===== src/rtl/lsu_access_aligner.sv =====
// Load/store alignment unit: splits byte-addressed LSU accesses into word-aligned, byte-enabled memory beats.
// Define LSU_MISALIGN_TRAP_EN to trap word-crossing accesses instead of splitting them into two beats.
module lsu_access_aligner #(
  parameter int unsigned DATA_W = 32,
  parameter int unsigned ADDR_W = 32
) (
  input  logic                i_clk,
  input  logic                i_reset,
  input  logic                i_req_valid,
  output logic                o_req_ready,
  input  logic [ADDR_W-1:0]   i_req_addr,
  input  logic [2:0]          i_req_funct3,
  input  logic                i_req_wren,
  input  logic [DATA_W-1:0]   i_req_wdata,
  output logic                o_rsp_valid,
  output logic [DATA_W-1:0]   o_rsp_rdata,
  output logic                o_rsp_err,
  output logic                o_mem_valid,
  input  logic                i_mem_ready,
  output logic [ADDR_W-1:0]   o_mem_addr,
  output logic                o_mem_wren,
  output logic [DATA_W/8-1:0] o_mem_byte_en,
  output logic [DATA_W-1:0]   o_mem_wdata,
  input  logic [DATA_W-1:0]   i_mem_rdata
);

  localparam int unsigned NB    = DATA_W / 8;
  localparam int unsigned OFF_W = $clog2(NB);
  localparam int unsigned MW    = 2 * NB;
  localparam int unsigned DW2   = 2 * DATA_W;

  typedef enum logic [2:0] {
    S_IDLE,
    S_ISSUE0,
    S_ISSUE1,
    S_WAIT,
    S_RESP
  } state_t;

  state_t state_q, state_d;

  logic [ADDR_W-1:0] addr0_q;
  logic [NB-1:0]     be0_q, be1_q;
  logic [DATA_W-1:0] wd0_q, wd1_q;
  logic [DATA_W-1:0] rd0_q, rd1_q;
  logic [OFF_W-1:0]  off_q;
  logic [1:0]        size_q;
  logic              uns_q, wren_q, split_q, err_q, cap0_q;

  logic [OFF_W-1:0]  req_off;
  logic [MW-1:0]     req_lane, req_mask2;
  logic [DATA_W-1:0] req_wmasked;
  logic [DW2-1:0]    req_wdata2;
  logic              req_split, req_illegal;

  logic [DW2-1:0]    ld_sh;
  logic [DATA_W-1:0] ld_keep, ld_data;
  logic              ld_sign;

  // Bit mask covering the low 1/2/4 bytes of a word for a given size code.
  function automatic logic [DATA_W-1:0] size_keep(input logic [1:0] size);
    case (size)
      2'b00:   size_keep = DATA_W'(8'hFF);
      2'b01:   size_keep = DATA_W'(16'hFFFF);
      default: size_keep = DATA_W'(32'hFFFF_FFFF);
    endcase
  endfunction

  // Request decode: lane mask across two words, positioned store data, legality.
  always_comb begin
    req_off = i_req_addr[OFF_W-1:0];
    case (i_req_funct3[1:0])
      2'b00:   req_lane = MW'(1);
      2'b01:   req_lane = MW'(3);
      default: req_lane = MW'(15);
    endcase
    req_mask2   = req_lane << req_off;
    req_wmasked = i_req_wdata & size_keep(i_req_funct3[1:0]);
    req_wdata2  = DW2'(req_wmasked) << {req_off, 3'b000};
    req_split   = |req_mask2[MW-1:NB];
    req_illegal = (i_req_funct3[1:0] == 2'b11) ||
                  ((i_req_funct3[1:0] == 2'b10) && (DATA_W < 32)) ||
                  (i_req_wren && i_req_funct3[2]);
`ifdef LSU_MISALIGN_TRAP_EN
    req_illegal = req_illegal || req_split;
`endif
  end

  always_ff @(posedge i_clk) begin
    if (i_reset) begin
      state_q <= S_IDLE;
    end else begin
      state_q <= state_d;
    end
  end

  // Flags that the word returned this cycle belongs to beat0 of a load.
  always_ff @(posedge i_clk) begin
    if (i_reset) begin
      cap0_q <= 1'b0;
    end else begin
      cap0_q <= (state_q == S_ISSUE0) && i_mem_ready && !wren_q;
    end
  end

  always_ff @(posedge i_clk) begin
    if ((state_q == S_IDLE) && i_req_valid) begin
      addr0_q <= {i_req_addr[ADDR_W-1:OFF_W], OFF_W'(0)};
      be0_q   <= req_mask2[NB-1:0];
      be1_q   <= req_mask2[MW-1:NB];
      wd0_q   <= req_wdata2[DATA_W-1:0];
      wd1_q   <= req_wdata2[DW2-1:DATA_W];
      off_q   <= req_off;
      size_q  <= i_req_funct3[1:0];
      uns_q   <= i_req_funct3[2];
      wren_q  <= i_req_wren;
      split_q <= req_split;
      err_q   <= req_illegal;
    end
    if (cap0_q) begin
      rd0_q <= i_mem_rdata;
    end
    if ((state_q == S_WAIT) && split_q) begin
      rd1_q <= i_mem_rdata;
    end
  end

  always_comb begin
    state_d = state_q;
    case (state_q)
      S_IDLE:   if (i_req_valid) state_d = req_illegal ? S_RESP : S_ISSUE0;
      S_ISSUE0: begin
        if (i_mem_ready) begin
          if (split_q)     state_d = S_ISSUE1;
          else if (wren_q) state_d = S_RESP;
          else             state_d = S_WAIT;
        end
      end
      S_ISSUE1: if (i_mem_ready) state_d = wren_q ? S_RESP : S_WAIT;
      S_WAIT:   state_d = S_RESP;
      S_RESP:   state_d = S_IDLE;
      default:  state_d = S_IDLE;
    endcase
  end

  // Load merge: shift the two-word window down by the byte offset, then extend.
  always_comb begin
    ld_sh   = {rd1_q, rd0_q} >> {off_q, 3'b000};
    ld_keep = size_keep(size_q);
    case (size_q)
      2'b00:   ld_sign = !uns_q && ld_sh[7];
      2'b01:   ld_sign = !uns_q && ld_sh[15];
      default: ld_sign = !uns_q && ld_sh[31];
    endcase
    ld_data = (ld_sh[DATA_W-1:0] & ld_keep) | (ld_sign ? ~ld_keep : '0);
  end

  always_comb begin
    o_req_ready   = 1'b0;
    o_rsp_valid   = 1'b0;
    o_rsp_rdata   = '0;
    o_rsp_err     = 1'b0;
    o_mem_valid   = 1'b0;
    o_mem_addr    = '0;
    o_mem_wren    = 1'b0;
    o_mem_byte_en = '0;
    o_mem_wdata   = '0;
    case (state_q)
      S_IDLE: o_req_ready = 1'b1;
      S_ISSUE0: begin
        o_mem_valid   = 1'b1;
        o_mem_addr    = addr0_q;
        o_mem_wren    = wren_q;
        o_mem_byte_en = wren_q ? be0_q : '1;
        o_mem_wdata   = wren_q ? wd0_q : '0;
      end
      S_ISSUE1: begin
        o_mem_valid   = 1'b1;
        o_mem_addr    = addr0_q + ADDR_W'(NB);
        o_mem_wren    = wren_q;
        o_mem_byte_en = wren_q ? be1_q : '1;
        o_mem_wdata   = wren_q ? wd1_q : '0;
      end
      S_RESP: begin
        o_rsp_valid = 1'b1;
        o_rsp_err   = err_q;
        o_rsp_rdata = (wren_q || err_q) ? '0 : ld_data;
      end
      default: ;
    endcase
  end

endmodule

===== config.mk =====
export PLATFORM = sky130hd
export DESIGN_NAME = lsu_access_aligner
export DESIGN_NICKNAME = d
export VERILOG_FILES = /design/src/rtl/lsu_access_aligner.sv
export SDC_FILE = /design/constraint.sdc
export NUM_CORES = 1
export LEC_CHECK = 0
export CAP_MARGIN = 20
export CELL_PAD_IN_SITES_DETAIL_PLACEMENT = 1
export CELL_PAD_IN_SITES_GLOBAL_PLACEMENT = 2
export CORE_MARGIN = 1.5
export CORE_UTILIZATION = 33
export CTS_BUF_LIST = sky130_fd_sc_hd__clkbuf_4
export DETAILED_ROUTE_END_ITERATION = 12
export PLACE_DENSITY = 0.83
export SLEW_MARGIN = 20
export SYNTH_ARGS = -nofsm -noshare
export SYNTH_HDL_FRONTEND = slang
export SYNTH_SLANG_ARGS = --single-unit

===== constraint.sdc =====
create_clock -name i_clk -period 4.9 [get_ports i_clk]
set_input_delay 0.98 -clock i_clk [delete_from_list [all_inputs] [get_ports i_clk]]
set_output_delay 0.98 -clock i_clk [all_outputs]
set_load 0.03 [all_outputs]

==> impl_results.md, run 1 <==
* Largest family of logic cells by synthesized area: simple AND/OR/NAND/NOR gates
* Crit path DAT at 3.47 ns
* CTS tree: done
* Multi-input logic area at 3220 um2
* Cells after Synth at 683
* Max_slew headroom at 0.396
* Area of the core at 24500 um2
* Routed vias/inst at 5.34
* Fmax at 225 MHz
* Largest net degree at the start of global routing at 61
* DR WL/cell at 20.6 um
* Area post-placement at 10700 um2
* DRC at 0
* GP Congestion at 0.803
* Synth async-reset ratio at 0
* PwrDens at 323 nW/um2
* Fin. Hold Viols at 0
* Simple-Gate Fraction of Synth Area at 0.141
* Setup WS post-layout at 0.448 ns
* EDFF count, synth at 157
* First-pass GRT wire length at 38800 um
* Layout cells sized above 1 at 0.118
* Max VDD drop at 0.151 mV
* # hold bufs at CTS at 0
* RSZ-0062 raised after global routing: no
* Maximum fanout along the worst path at 11
* Worst Path Required at 3.92 ns
* 1st-iter DRT viols at 349
* Die Y at 162 um
* Grt ovf at 0
* Area contributors post-synth: edfxtp_1 (57%), mux4_2 (7.6%), o21ai_0 (4.1%)
* Measured slew at the worst slew-check pin at 0.906 ns
* Fillers at 2637
* Syn_area_per_cell at 12.2 um2
* Max-cap violations at 0
* Final Core Density at 0.450
* Top Ports at 209
* XOR/XNOR Fraction of Synth Area at 0.00105
* Initial antenna violation count at 3
* Post-DP HPWL at 17700 um
* Critical path type: flip-flop to output port
* Vias in the first global route at 6634
* GRT Util Overall at 0.194
* Crit end category: output port
* Worst Skew at 0.0252 ns
* Die area at 26200 um2
* Ys Warns at 0
* Top sig layer: met5
* Synth Area in Compound Gates at 0.133
* Share of the synthesized area in the top cell type at 0.567
* Mux cell area share after synthesis at 0.109
* Dpl ws at 0.944 ns
* Sink Count at 161
* Met3 routed WL at 1250 um
* First-pass DRT Iterations at 5
* Via count at 6504
* Met2 wire length at 12600 um
* DRT antenna net count at 0
* CTS Buf Count at 17
* Outcome: complete, no violations
* Layout area overhead at 32.7%
* Htree depth at 4
* Final Cycle Share at 0.909
* Initial core utilization at 0.339
* CTS clk-pin slew, worst paths at 0.17 ns
* Ys flop type: edfxtp_1
* Nets at 985
* Port buffer count at 206
* Post-synthesis sequential area ratio at 0.576
* Min cycle time layout at 4.45 ns
* Root Buffer Master: clkbuf_4
* Fraction of the mapped netlist area in adder cells at 0.00150
* Dominant cell type by area after synthesis: edfxtp_1
* Synth Register Bits at 161
* Clk_lat worst skew at 0.60 ns
* Met1 wire length at 10800 um
* Startpoint Class: flip-flop
* Post-route cell area at 11000 um2
* Worst Hold Class: flip-flop to flip-flop
* Register Area at 4790 um2
* Final WL at 25100 um
* Netlist Area Pre-Place at 8320 um2
* Max-slew violations at 0
* Synth cell types at 57
* Clock Tree Buf Depth at 2
* Setup_tns at 0 ns
* Rows at 57
* Final setup fails at 0
* Die Wd at 162 um
* Leakage Power at 3.89 nW
[through the flow]
step,hold slack (ns),power [W],cells
finish,0.715,0.00357,1219
global route,0.778,0.00373,1218
CTS,0.715,0.00361,1213
detailed placement,0.674,0.00273,1181
global placement,0.655,0.00272,1181
floorplan,0.615,0.00233,684
[cells in the mapped netlist, types with 2 or more instances]
cell type / instances
and4_1: 3
buf_4: 8
a21o_1: 5
a22oi_1: 8
nor3_1: 7
o21a_1: 2
or4_1: 2
nand3_1: 14
edfxtp_1: 157
o21ai_0: 68
o41ai_1: 2
nand4_1: 10
nand2_1: 69
a221o_1: 3
mux2i_1: 16
nand2b_1: 3
nor4_2: 2
a31oi_1: 12
a41oi_1: 4
and2_1: 24
clkbuf_1: 24
nor2_1: 44
and3_1: 29
dfxtp_1: 4
nor2b_1: 4
o31ai_1: 6
a211oi_1: 2
inv_1: 17
mux2_2: 10
buf_2: 17
a21oi_1: 28
a22o_1: 26
or2_2: 2
mux4_2: 28
[area by class of cell]
class                      instances  area share
sequential                       161       0.434
multi-input combinational        455       0.292
timing repair buffer             227       0.201
tap                              324      0.0367
clock inverter                    15      0.0186
clock buffer                      17      0.0116
inverter                          18     0.00612
antenna                            2    0.000453
[cells by family (layout without fill, tap and decap cells)]
kind of cell    Yosys count  after routing
simple gates            224            224
flops                   161            161
buf+inv                  68            277
other cells               1              4
fa+ha+maj                 1              1
compound gates          173            173
mux                      54             54
xor+xnor                  1              1
[routing by layer]
layer | vias up | GRT usage
li1 | 3027 | -
met1 | 3254 | 0.255
met2 | 191 | 0.321
met3 | 30 | 0.0429
met4 | 2 | 0.0580
met5 | - | 0
[report_power, final]
| group | total (W) | switching [W] | internal, W |
|---|---|---|---|
| registers | 0.00178 | 0.0000998 | 0.00168 |
| clock network | 0.000865 | 0.000611 | 0.000254 |
| logic | 0.000922 | 0.000536 | 0.000386 |
[state kept, by name, indices dropped and copies added (netlist names)]
signal and flops:
addr0_q 30, uns_q 1, rd0_q 32, off_q 2
size_q 2, be1_q 3, be0_q 4, rd1_q 24
split_q 1, wd0_q 32, wd1_q 24, state_q 3
wren_q 1, cap0_q 1, err_q 1
[timing repair]
action | CTS | global route
gates resized for setup | 0 | 0
hold endpoints to repair | 0 | 0
endpoints found under the setup margin | 0 | 1
setup buffers | 0 | 4
[worst max-delay path, cell delays in order (launching register included)]
cell	delay, ns
edfxtp_1	0.46
ha_1	0.26
nand3_1	0.16
nor2_1	0.58
nand3_1	0.21
or4_1	0.44
nand3_1	0.11
clkdlybuf4s50_1	0.67
[layout by cell type, fill, tap and decap left out, types with 3 or more instances in the layout]
cell type	synthesis	layout
mux2i_1	16	16
a221o_1	3	3
inv_1	17	17
o31ai_1	6	6
buf_4	8	21
a41oi_1	4	4
nor2_1	44	44
mux2_2	10	10
inv_8	0	3
nand2b_1	3	3
a31oi_1	12	12
and2_1	24	23
a21oi_1	28	28
nor3_1	7	7
o21ai_0	68	68
nand2_1	69	69
and4_1	3	3
a21o_1	5	5
dfxtp_1	4	4
a22o_1	26	26
edfxtp_1	157	157
nand3_1	14	14
nand4_1	10	10
a22oi_1	8	8
nor2b_1	4	4
clkinv_8	0	7
clkbuf_4	0	17
mux4_2	28	28
and3_1	29	29
clkdlybuf4s50_1	0	205
[worst paths after layout]
check                                              from                 endpoint  slack [ns]  cells past startpoint
worst max-delay path               addr0_q[2]$_DFFE_PP_           o_mem_addr[28]        0.45                      7
worst max register to register  state_q[2]$_SDFFE_PP0P_   wd0_q[1]$_SDFFCE_PP0P_        2.52                      4
worst min-delay path            state_q[0]$_SDFFE_PP0P_  state_q[0]$_SDFFE_PP0P_        0.72                      2
worst min register to register  state_q[0]$_SDFFE_PP0P_  state_q[0]$_SDFFE_PP0P_        0.72                      2
No activity file was read; power rests on OpenSTA's default activity.
==> inputs of run 2 (changes only) <==
--- a/config.mk
+++ b/config.mk
@@ -8,10 +8,12 @@
 export CAP_MARGIN = 20
 export CELL_PAD_IN_SITES_DETAIL_PLACEMENT = 1
 export CELL_PAD_IN_SITES_GLOBAL_PLACEMENT = 2
+export CORE_ASPECT_RATIO = 0.5
 export CORE_MARGIN = 1.5
 export CORE_UTILIZATION = 33
 export CTS_BUF_LIST = sky130_fd_sc_hd__clkbuf_4
 export DETAILED_ROUTE_END_ITERATION = 12
+export GPL_ROUTABILITY_DRIVEN = 0
 export PLACE_DENSITY = 0.83
 export SLEW_MARGIN = 20
 export SYNTH_ARGS = -nofsm -noshare
==> impl_results.md, run 2 (synthesis gave the netlist of run 1 again) <==
* Die Y at 115 um (was 162 um)
* Layout Cells excl Fill at 1224 (was 1219)
* 1st-iter DRT viols at 604 (was 349)
* DRT antenna net count at 0 (unchanged)
* Top Ports at 209 (unchanged)
* Placed Instances at 1191 (was 1181)
* Fmax at 225 MHz (about the same)
* Max-slew violations at 0 (unchanged)
* Leakage Power at 3.83 nW (was 3.89 nW)
* Outcome: complete, no violations (unchanged)
* Largest net degree at the start of global routing at 62 (was 61)
* Root Buffer Master: clkbuf_4 (unchanged)
* Crit-path most repeated cell: a21oi_1 (was nand3_1)
* Max VDD drop at 0.150 mV (was 0.151 mV)
* Final WL at 25700 um (was 25100 um)
* DR WL/cell at 21.0 um (was 20.6 um)
* Sink Count at 161 (unchanged)
* Initial core utilization at 0.341 (was 0.339)
* Die Wd at 228 um (was 162 um)
* Worst-path cell chain: buf_4 -> nand2_1 -> a2bb2oi_1 -> a21oi_1 -> o21ai_2 -> a21oi_1 -> clkdlybuf4s50_1 (was ha_1 -> nand3_1 -> nor2_1 -> nand3_1 -> or4_1 -> nand3_1 -> clkdlybuf4s50_1)
* Initial antenna violation count at 2 (was 3)
* Clock network power share at 0.226 (was 0.243)
* Clock Tree Buf Depth at 2 (unchanged)
* Setup bufs post-CTS at 0 (unchanged)
* Crit end category: output port (unchanged)
* RSZ-0062 raised after global routing: no (unchanged)
* Largest regs: rd0_q (32), wd0_q (32), addr0_q (30) (unchanged)
* Startpoint Class: flip-flop (unchanged)
* Clk_lat worst skew at 0.62 ns (was 0.60 ns)
* PwrDens at 318 nW/um2 (was 323 nW/um2)
* Fin. Hold Viols at 0 (unchanged)
* CTS tree: done (unchanged)
* Comb pwr share at 0.264 (was 0.259)
* Crit path DAT at 3.47 ns (about the same)
* Nets at 979 (was 985)
* Die area at 26200 um2 (about the same)
* Setup_tns at 0 ns (unchanged)
* Layout cells sized above 1 at 0.108 (was 0.118)
* Int Power at 0.00236 W (was 0.00232 W)
* CTS clk-pin slew, worst paths at 0.13 ns (was 0.17 ns)
* Min cycle time layout at 4.45 ns (about the same)
* Port buffer count at 206 (unchanged)
* Routed vias/inst at 5.34 (about the same)
* Layout area overhead at 31.5% (was 32.7%)
* Dpl ws at 1.07 ns (was 0.944 ns)
* Grt ovf at 0 (unchanged)
* Area of the core at 24400 um2 (was 24500 um2)
* CP peak stage delay at 0.75 ns (was 0.67 ns)
* Fillers at 2626 (was 2637)
* Max_slew headroom at 0.347 (was 0.396)
* Commonest non-fill, non-tap cell in the layout: clkdlybuf4s50_1 (unchanged)
* Setup WS post-layout at 0.450 ns (was 0.448 ns)
* CTS Buf Count at 17 (unchanged)
* Worst Hold Class: flip-flop to flip-flop (unchanged)
* Cts repair resizes at 0 (unchanged)
* Flop pwr share at 0.510 (was 0.499)
* Vias in the first global route at 6769 (was 6634)
* Final Cycle Share at 0.908 (was 0.909)
* # hold bufs at CTS at 0 (unchanged)
* Via count at 6538 (was 6504)
* First-pass DRT Iterations at 5 (unchanged)
* Slowest cell on the critical path: clkdlybuf4s50_1 (unchanged)
* CP delay by family, top: buffers and inverters (was simple AND/OR/NAND/NOR gates)
* Max-cap violations at 0 (unchanged)
* Worst Path Required at 3.92 ns (about the same)
* GRT Util Overall at 0.199 (was 0.194)
* Critical path type: flip-flop to output port (unchanged)
* Switching share of power at 0.321 (was 0.350)
* Switching power at 0.00112 W (was 0.00125 W)
* Worst Skew at 0.0187 ns (was 0.0252 ns)
* Rows at 40 (was 57)
* First-pass GRT wire length at 38600 um (was 38800 um)
* Htree depth at 4 (unchanged)
* Maximum fanout along the worst path at 36 (was 11)
* Measured slew at the worst slew-check pin at 0.980 ns (was 0.906 ns)
* Final Core Density at 0.449 (was 0.450)
* Final setup fails at 0 (unchanged)
* Most frequent cells in the layout: clkdlybuf4s50_1 (205), edfxtp_1 (157), nand2_1 (69) (unchanged)
* Post-DP HPWL at 18300 um (was 17700 um)
* DRC at 0 (unchanged)
* Worst Path Buf+Inv at 2 (was 1)
-- run 2: cell count changes in the layout (fill, tap and decap cells not counted), sizes merged, moves of 2 or more --
cell | before | now
buf | 22 | 16
clkbuf | 17 | 19
bufinv | 0 | 2
inv | 23 | 17
-- run 2: path summary, 6_finish.rpt --
path	depth (start not counted)	end	slack, ns	startpoint
worst max register to register	4	addr0_q[6]$_DFFE_PP_	2.58	state_q[2]$_SDFFE_PP0P_
worst min-delay path	2	state_q[0]$_SDFFE_PP0P_	0.69	state_q[0]$_SDFFE_PP0P_
worst min register to register	2	state_q[0]$_SDFFE_PP0P_	0.69	state_q[0]$_SDFFE_PP0P_
worst max-delay path	7	o_rsp_rdata[16]	0.45	off_q[0]$_DFFE_PP_
-- run 2: layout make-up --
cell class,instances,area [um2],area share
antenna,1,2.50,0.000229
timing repair buffer,221,2170,0.198
inverter,18,67.6,0.00617
clock buffer,19,143,0.0130
clock inverter,13,120,0.0110
multi-input combinational,455,3220,0.295
tap,336,420,0.0384
sequential,161,4790,0.438
-- run 2: power by group through the flow --
| stage | registers (W) | logic (W) | clock network, W |
|---|---|---|---|
| after floorplan | 0.00177 | 0.000561 | 0 |
| after global placement | 0.00180 | 0.000912 | 0 |
| after detailed placement | 0.00181 | 0.000925 | 0 |
| after CTS | 0.00177 | 0.000927 | 0.000807 |
| after global routing | 0.00179 | 0.000981 | 0.000853 |
| final | 0.00178 | 0.000917 | 0.000787 |
-- run 2: layer usage --
metal  vias up  wire length, um  global-route usage
met2       156            12900               0.336
met4         2              598              0.0786
met5         -               13                   0
met1      3323            11000               0.253
met3        44             1140              0.0394
li1       3013                -                   -
-- run 2: tightest hold or removal path, delay by kind of cell (launching register included) --
family	cells	cell delay, ns
AO/OA/AOI/OAI	1	0.06
AND/OR/NAND/NOR	1	0.12
flip-flops	1	0.48
-- run 2: through the flow --
step	area, um2	total power, W	hold WS [ns]
final	10900	0.00348	0.689
after global routing	10900	0.00363	0.731
after CTS	10900	0.00351	0.692
after detailed placement	10700	0.00273	0.667
after global placement	10700	0.00271	0.636
after floorplan	8320	0.00233	0.615
==> inputs of run 3 (changes only) <==
--- a/config.mk
+++ b/config.mk
@@ -5,12 +5,13 @@
 export SDC_FILE = /design/constraint.sdc
 export NUM_CORES = 1
 export LEC_CHECK = 0
+export ABC_AREA = 1
 export CAP_MARGIN = 20
 export CELL_PAD_IN_SITES_DETAIL_PLACEMENT = 1
 export CELL_PAD_IN_SITES_GLOBAL_PLACEMENT = 2
 export CORE_ASPECT_RATIO = 0.5
 export CORE_MARGIN = 1.5
-export CORE_UTILIZATION = 33
+export CORE_UTILIZATION = 30
 export CTS_BUF_LIST = sky130_fd_sc_hd__clkbuf_4
 export DETAILED_ROUTE_END_ITERATION = 12
 export GPL_ROUTABILITY_DRIVEN = 0
==> impl_results.md, run 3 <==
* Top Ports at 209 (unchanged)
* Cts repair resizes at 0 (unchanged)
* Largest regs: rd0_q (32), wd0_q (32), addr0_q (30) (unchanged)
* Largest family of logic cells by synthesized area: simple AND/OR/NAND/NOR gates (unchanged)
* Mux cell area share after synthesis at 0.00232 (was 0.109)
* Vias in the first global route at 7944 (was 6769)
* Root Buffer Master: clkbuf_4 (unchanged)
* Flop pwr share at 0.465 (was 0.510)
* Sink Count at 161 (unchanged)
* Int Power at 0.00249 W (was 0.00236 W)
* Initial antenna violation count at 4 (was 2)
* CTS clk-pin slew, worst paths at 0.15 ns (was 0.13 ns)
* # hold bufs at CTS at 0 (unchanged)
* Crit path DAT at 3.38 ns (was 3.47 ns)
* Final Cycle Share at 0.889 (was 0.908)
* First-pass DRT Iterations at 4 (was 5)
* CTS tree: done (unchanged)
* Area of the core at 28000 um2 (was 24400 um2)
* Startpoint Class: flip-flop (unchanged)
* Max_slew headroom at 0.281 (was 0.347)
* Via count at 7866 (was 6538)
* Simple-Gate Fraction of Synth Area at 0.238 (was 0.141)
* Layout area overhead at 31.8% (was 31.5%)
* Nets at 1297 (was 979)
* Max-cap violations at 0 (unchanged)
* PwrDens at 341 nW/um2 (was 318 nW/um2)
* Max-slew violations at 0 (unchanged)
* Outcome: complete, no violations (unchanged)
* Worst Hold Class: flip-flop to flip-flop (unchanged)
* Post-DP HPWL at 22000 um (was 18300 um)
* Synth Register Bits at 161 (unchanged)
* Max VDD drop at 0.158 mV (was 0.150 mV)
* Initial core utilization at 0.309 (was 0.341)
* Largest net degree at the start of global routing at 80 (was 62)
* Final Core Density at 0.407 (was 0.449)
* Pwr Total at 0.00388 W (was 0.00348 W)
* Clock Tree Buf Depth at 2 (unchanged)
* RSZ-0062 raised after global routing: no (unchanged)
* Die Y at 123 um (was 115 um)
* EDFF count, synth at 157 (unchanged)
* 1st-iter DRT viols at 527 (was 604)
* Clock network power share at 0.244 (was 0.226)
* DRT antenna net count at 0 (unchanged)
* Crit end category: output port (unchanged)
* Share of the synthesized area in the top cell type at 0.546 (was 0.567)
* Syn_area_per_cell at 8.61 um2 (was 12.2 um2)
* Worst Path Required at 3.92 ns (about the same)
* Commonest cells post-synth: nand2_1 (227), edfxtp_1 (157), nor2_1 (127), o21ai_0 (111) (was edfxtp_1 (157), nand2_1 (69), o21ai_0 (68), nor2_1 (44), and3_1 (29))
* Fraction of the mapped netlist area in adder cells at 0.00145 (was 0.00150)
* Htree depth at 4 (unchanged)
* Grt ovf at 0 (unchanged)
* Ys Warns at 0 (unchanged)
* Port buffer count at 206 (unchanged)
* Netlist Area Pre-Place at 8640 um2 (was 8320 um2)
* CTS Buf Count at 17 (unchanged)
* Setup bufs post-CTS at 0 (unchanged)
* Comb pwr share at 0.291 (was 0.264)
* DRC at 0 (unchanged)
* Ys flop type: edfxtp_1 (unchanged)
* Switching power at 0.00138 W (was 0.00112 W)
* Routed vias/inst at 4.94 (was 5.34)
* Final setup fails at 0 (unchanged)
* DR WL/cell at 19.0 um (was 21.0 um)
* Measured slew at the worst slew-check pin at 1.08 ns (was 0.980 ns)
* XOR/XNOR Fraction of Synth Area at 0.00203 (was 0.00105)
* Switching share of power at 0.357 (was 0.321)
* First-pass GRT wire length at 45700 um (was 38600 um)
* Critical path type: flip-flop to output port (unchanged)
* Clk_lat worst skew at 0.63 ns (was 0.62 ns)
* Post-synthesis sequential area ratio at 0.555 (was 0.576)
* Rows at 43 (was 40)
* Synth async-reset ratio at 0 (unchanged)
* Dominant cell type by area after synthesis: edfxtp_1 (unchanged)
* Fmax at 229 MHz (was 225 MHz)
* Die Wd at 243 um (was 228 um)
* Synth Area in Compound Gates at 0.126 (was 0.133)
* Most frequent cells in the layout: nand2_1 (227), clkdlybuf4s50_1 (206), edfxtp_1 (157) (was clkdlybuf4s50_1 (205), edfxtp_1 (157), nand2_1 (69))
* Setup_tns at 0 ns (unchanged)
* Final WL at 30300 um (was 25700 um)
* Commonest non-fill, non-tap cell in the layout: nand2_1 (was clkdlybuf4s50_1)
* Synth cell types at 46 (was 57)
* Maximum fanout along the worst path at 27 (was 36)
* Layout cells sized above 1 at 0.0680 (was 0.108)
* Min cycle time layout at 4.36 ns (was 4.45 ns)
* Leakage Power at 4.26 nW (was 3.83 nW)
* Hold_ws at 0.746 ns (was 0.689 ns)
* Fin. Hold Viols at 0 (unchanged)
* GRT Util Overall at 0.204 (was 0.199)
* Most common cell in the netlist: nand2_1 (was edfxtp_1)
* Cells after Synth at 1003 (was 683)
* Die area at 29900 um2 (was 26200 um2)
* Area contributors post-synth: edfxtp_1 (55%), nand2_1 (9.9%), o21ai_0 (6.4%) (was edfxtp_1 (57%), mux4_2 (7.6%), o21ai_0 (4.1%))
* Fillers at 3312 (was 2626)
* Worst Skew at 0.0241 ns (was 0.0187 ns)
==> run 3: critical path: stages (launching register included) <==
cell,delay [ns]
edfxtp_1,0.63
inv_1,0.64
buf_4,0.39
a21oi_1,0.07
o21ai_0,0.12
a21oi_1,0.10
nor2_2,0.13
clkdlybuf4s50_1,0.67
==> run 3: power by group through the flow <==
stage / Clock [W] / Sequential (W) / Combinational (W)
2_1_floorplan: 0 / 0.00181 / 0.000680
3_3_place_gp: 0 / 0.00183 / 0.00112
3_5_place_dp: 0 / 0.00183 / 0.00114
4_1_cts: 0.000965 / 0.00180 / 0.00114
5_1_grt: 0.00102 / 0.00182 / 0.00122
6_report: 0.000947 / 0.00180 / 0.00113
==> run 3: logic make-up after synthesis <==
group | count (synthesis)
adders and majority gates | 1
other | 1
buffers and inverters | 154
muxes | 2
xor gates and xnor gates | 2
AOI/OAI and AO/OA | 199
and+or+nand+nor | 483
DFF | 161
==> run 3: final timing paths <==
check                     startpoint  cells after the start                      end  slack, ns
min                split_q$_DFFE_PP_                      4  state_q[1]$_SDFFE_PP0P_       0.75
min reg2reg        split_q$_DFFE_PP_                      4  state_q[1]$_SDFFE_PP0P_       0.75
max               off_q[1]$_DFFE_PP_                      7          o_rsp_rdata[24]       0.54
max reg2reg  state_q[1]$_SDFFE_PP0P_                      8  state_q[1]$_SDFFE_PP0P_       2.80
==> run 3: metrics by stage <==
step | cell area [um2] | setup WS (ns) | instances
final | 11400 | 0.542 | 1592
after detailed placement | 11000 | 1.18 | 1555
after global placement | 11000 | 1.23 | 1555
after floorplan | 8650 | 0.200 | 1004
after global routing | 11400 | 0.238 | 1590
after CTS | 11400 | 0.439 | 1587
==> run 3: per-layer routing <==
metal | wire, um | global-route usage
met1 | 13300 | 0.262
met2 | 14800 | 0.343
met3 | 1440 | 0.0434
met4 | 753 | 0.0784
met5 | 0 | 0
==> run 3: cell type report <==
cell class / instances / area (um2) / share of cell area
Antenna cell: 5 / 12.5 / 0.00110
Clock buffer: 17 / 128 / 0.0112
Clock inverter: 15 / 203 / 0.0178
Inverter: 104 / 392 / 0.0344
Multi-Input combinational cell: 689 / 3220 / 0.283
Sequential cell: 161 / 4790 / 0.421
Tap cell: 382 / 478 / 0.0420
Timing Repair Buffer: 219 / 2160 / 0.190
